$ cat config.mk
export PLATFORM = sky130hd
export DESIGN_NAME = scan_ctrl_138
export DESIGN_NICKNAME = d
export VERILOG_FILES = /design/src/rtl/scan_ctrl_138.sv
export SDC_FILE = /design/constraint.sdc
export NUM_CORES = 1
export LEC_CHECK = 0
export CORE_MARGIN = 2
export CORE_UTILIZATION = 54
export DETAILED_ROUTE_END_ITERATION = 8
export PLACE_DENSITY = 0.72
export SYNTH_ARGS = -nofsm -noshare
export SYNTH_HDL_FRONTEND = slang
export SYNTH_SLANG_ARGS = --single-unit
$ cat constraint.sdc
create_clock -name clk -period 2.1 [get_ports clk]
set_input_delay 0.315 -clock clk [delete_from_list [all_inputs] [get_ports clk]]
set_output_delay 0.315 -clock clk [all_outputs]
set_load 0.01 [all_outputs]
$ cat src/rtl/scan_ctrl_138.sv
// scan_ctrl_138: digit scan sequencer for a 3-to-8 active-low decoder driving
// an 8-digit multiplexed display. Each digit gets a blanking gap followed by a
// dwell. Segment data are double-buffered: writes land in a shadow buffer that
// is copied to the active buffer at each frame boundary.
//
// state   | meaning
// IDLE    | scan disabled, decoder off, digit/cnt held at 0
// BLANK   | decoder off for BLANK cycles ahead of the current digit
// SHOW    | decoder on, current digit displayed for DWELL cycles
module scan_ctrl_138 #(
  parameter int DWELL = 1000,
  parameter int BLANK = 16,
  parameter int CW    = 16
) (
  input  logic       clk,
  input  logic       rst,
  input  logic       en,
  input  logic       wr_en,
  input  logic [2:0] wr_addr,
  input  logic [7:0] wr_data,
  output logic       wr_ready,
  output logic [2:0] dec_s,
  output logic [2:0] dec_in,
  output logic [7:0] seg,
  output logic       frame_done
);

  typedef enum logic [1:0] {
    ST_IDLE  = 2'd0,
    ST_BLANK = 2'd1,
    ST_SHOW  = 2'd2
  } state_t;

  localparam logic [CW-1:0] BLANK_LAST = CW'(BLANK - 1);
  localparam logic [CW-1:0] DWELL_LAST = CW'(DWELL - 1);
  localparam logic [2:0]    DEC_ON     = 3'b100;
  localparam logic [2:0]    DEC_OFF    = 3'b000;

  state_t        state;
  logic [2:0]    digit;
  logic [CW-1:0] cnt;
  logic [7:0]    shadow [8];
  logic [7:0]    active [8];

  state_t        nxt_state;
  logic [2:0]    nxt_digit;
  logic [CW-1:0] nxt_cnt;
  logic          frame_edge;

  // Next-state decode; frame_edge marks the SHOW->BLANK step out of digit 7.
  always_comb begin
    nxt_state  = state;
    nxt_digit  = digit;
    nxt_cnt    = cnt;
    frame_edge = 1'b0;
    if (!en) begin
      nxt_state = ST_IDLE;
      nxt_digit = 3'd0;
      nxt_cnt   = '0;
    end else begin
      case (state)
        ST_IDLE: begin
          nxt_state = ST_BLANK;
          nxt_digit = 3'd0;
          nxt_cnt   = '0;
        end
        ST_BLANK: begin
          if (cnt == BLANK_LAST) begin
            nxt_state = ST_SHOW;
            nxt_cnt   = '0;
          end else begin
            nxt_cnt = cnt + CW'(1);
          end
        end
        ST_SHOW: begin
          if (cnt == DWELL_LAST) begin
            nxt_state  = ST_BLANK;
            nxt_cnt    = '0;
            nxt_digit  = digit + 3'd1;
            frame_edge = (digit == 3'd7);
          end else begin
            nxt_cnt = cnt + CW'(1);
          end
        end
        default: begin
          nxt_state = ST_IDLE;
          nxt_digit = 3'd0;
          nxt_cnt   = '0;
        end
      endcase
    end
  end

  // State, buffers and registered outputs; outputs are derived from the next
  // state so they line up with the state they describe.
  always_ff @(posedge clk) begin
    if (rst) begin
      state      <= ST_IDLE;
      digit      <= 3'd0;
      cnt        <= '0;
      dec_s      <= DEC_OFF;
      dec_in     <= 3'd0;
      seg        <= 8'hFF;
      frame_done <= 1'b0;
      wr_ready   <= 1'b1;
      for (int i = 0; i < 8; i++) begin
        shadow[i] <= 8'hFF;
        active[i] <= 8'hFF;
      end
    end else begin
      state      <= nxt_state;
      digit      <= nxt_digit;
      cnt        <= nxt_cnt;
      frame_done <= frame_edge;

      // The copy cycle has wr_ready low, so a shadow write never collides
      // with the frame copy.
      if (frame_edge) begin
        active <= shadow;
      end
      if (wr_en && wr_ready) begin
        shadow[wr_addr] <= wr_data;
      end

      dec_s  <= (nxt_state == ST_SHOW) ? DEC_ON : DEC_OFF;
      dec_in <= (nxt_state == ST_IDLE) ? 3'd0 : nxt_digit;
      // Active only changes on the edge into BLANK, so reading it here for
      // an entry into SHOW is always the value that will be displayed.
      seg    <= (nxt_state == ST_SHOW) ? active[nxt_digit] : 8'hFF;
      // Stall writes during the last SHOW cycle of digit 7 (the copy cycle).
      wr_ready <= !((nxt_state == ST_SHOW) && (nxt_digit == 3'd7) &&
                    (nxt_cnt == DWELL_LAST));
    end
  end

endmodule
==> impl_metrics.toml <==
[status]
status = "finished, violations left"
violations = "setup timing"

[setup_path]
cp-start-kind = "flop"
setup.worst_path.end_class = "flop"
worstPathRequired_ns = 2.39
cp_data_arrival_time_ns = 2.56
crit_path_max_fanout = 10
critPathTopFamily = "simple AND/OR/NAND/NOR gates"
path_cells = "ha_4, buf_4, buf_4, and3_1, nand3_1, o21ai_0, a32o_1, nand3_1, nor2_4, buf_12, o2111ai_1"
worstReg2RegStart = "cnt[1]$_SDFF_PP0_"
crit_slowest_cell = "dfxtp_2"
critPathMaxStageDelay_ns = 0.36
worstSetupStartpoint = "cnt[1]$_SDFF_PP0_"
critPathBufInv = 3
criticalPathCategory = "flop to flop"

[route]
wl_per_cell_um = 17.2
drc = 0
viasPerCell = 5.65
drt-total-wl_um = 16900
drt_iter0_markers = 465
vias = 5551
first_pass_iters = 5
detail-route-antenna-nets = 0

[finish]
diodes = 0
mostFrequentLayoutCell = "dfxtp_1"
area_delta_synth_final_pct = 23.2
multi_input_area_mm2 = 0.00355
layout_common_cells = "dfxtp_1 (152), nand2_1 (135), nand3b_1 (66)"
fin_area_mm2 = 0.00859
drive_above_1_share_pct = 19.0
ff_latch_area_mm2 = 0.00328
fin_nets = 820
nFillCells = 1031

[timing]
hold_viol = 0
setup_viol = 9
slew_viol_final = 0
fin_hold_ws_ns = 0.271
tightest_slew_ns = 0.510
slew_headroom_pct = 66.0
finClkSkew_ns = 0.00728
finalCritPeriodShare_pct = 108
setup_ws_ns = -0.172
post-route-min-period_ns = 2.27
rsz0062_at_grt = "yes"
clock.fmax_mhz = 440

[logic_synthesis]
ys_ff_latch = 163
syn_area_per_cell_um2 = 9.38
syn-cell-area_mm2 = 0.00697
synth_flop_cell = "dfxtp_1"
yosysSeqAreaShare_pct = 46.8
synth_cells = 743
async_reset_ff_share_pct = 0
ys.warnings.count = 0
synth.distinct_cells = 52
synth-edff-count = 0

[hold_path]
min_path_type = "primary input to flop"
hp-start = "rst"

[pwr]
power_density_mw_per_mm2 = 750
irDropWorstVdd_mv = 0.641
p_leak_uw = 0.00361

[placement]
place.gp.congestion = 0.929
placed_cell_area_mm2 = 0.00774
dp_hpwl_um = 10200
io_buffers = 28

[die]
start_util_pct = 55.2
fp.dieArea_mm2 = 0.0138
die_y_um = 118
num_rows = 41
die_w_um = 118
ioPinCount = 31
coreArea_mm2 = 0.0126

[cts]
cts_tree = "built"
cts_sinks = 163
cts_made_buffers = 17
worstSkewPairLatency_ns = 0.43
htreeDepth = 4
path_clk_slew_ns = 0.06
clockRootBuffer = "clkbuf_16"
clock_path_buffers = 2

[grt]
grt-ovfl-total = 0
antenna_found_initial = 0
grt_pass1_wl_um = 26600
grt_start_max_net_pins = 134
track_usage_pct = 24.0
grt_pass1_vias = 5435

[run]
cap_violations = 0
[per-stage QoR]
stage	TNS, ns	util (%)	total power [µW]	worst slack, ns	std cells
3_3_place_gp	-2.02	61.3	3470	-0.336	941
3_5_place_dp	-2.27	61.3	3480	-0.352	941
4_1_cts	-0.789	66.6	6490	-0.111	976
6_report	-1.20	68.1	6450	-0.172	983
2_1_floorplan	0	-	3400	0.0264	744
5_1_grt	-2.75	68.1	6650	-0.293	983
[state kept, by name, summed over array words and instances (netlist names)]
register / flops
active: 64
shadow: 64
cnt: 16
seg: 8
dec_in: 3
digit: 3
state: 2
dec_s: 1
frame_done: 1
wr_ready: 1
[metal layers]
layer  vias up  track usage [%]  part of all wire, %
met5         -                0                    0
met4         0             9.94                  1.6
met3        26             6.83                  6.0
met2       154             39.8                   48
met1      2697             29.3                   44
li1       2674                -                    -
[worst min-delay path, cell delays in order]
cell,delay (ns)
buf_4,0.10
nor2_1,0.05
and3_1,0.18
[cell families after synthesis]
family,share of synthesized area (%)
flip-flops,46.8
adder cells (fa/ha/maj),1.26
AND/OR/NAND/NOR,28.0
XOR/XNOR,2.01
multiplexers,5.62
other,0.0538
AO/OA/AOI/OAI,11.7
buffers and inverters,4.61
[cells in the mapped netlist (all sizes together), types with 2 or more instances]
cell type  instances  share of area, %
nand2b             2              0.18
nand3b            66               7.1
and2               3              0.31
a221o              8               1.1
clkbuf            32               1.7
nor4               4              0.57
o2111ai            8               1.0
a211o             64               8.0
xor2               8               1.0
dfxtp            163                47
nor3              11              0.93
inv                6              0.32
ha                 7               1.3
mux2               9               1.9
nor2b             65               5.8
buf               25               2.5
nor2              38               2.2
nand2            139               7.6
or3                2              0.27
mux2i             26               3.7
a22oi              2              0.22
and3               6              0.63
xnor2              8               1.0
o21ai              4              0.29
nand3             26               1.9
[timing repair]
action | in CTS | in global routing
buffers inserted | 3 | 5
setup endpoints to repair | 13 | 69
pin swaps | 10 | 13
resized for setup | 14 | 20
hold buffers | 0 | 0
cloned | 0 | 2
[report_power, final]
group	total (µW)	leakage (µW)	switching [µW]	internal, µW
clock	3020	0.000285	1240	1780
combinational	266	0.00199	137	129
sequential	3160	0.00133	20.8	3140
total	6450	0.00361	1400	5040
[final cells by class]
type / instances / share of cell area [%]
Multi-Input combinational cell: 518 / 41.3
Sequential cell: 163 / 38.1
Timing Repair Buffer: 92 / 11.1
Clock buffer: 19 / 5.16
Tap cell: 172 / 2.50
Clock inverter: 13 / 1.56
Inverter: 6 / 0.262
[path summary, 6_finish.rpt]
check                            end  depth (start not counted)  slack [ns]
min reg2reg  active[63]$_SDFFE_PP1P_                          2        0.46
max reg2reg        seg[4]$_SDFF_PP1_                         11       -0.17
min              state[0]$_SDFF_PP0_                          3        0.27
max                seg[4]$_SDFF_PP1_                         11       -0.17
(Power assumes the default switching activity.)
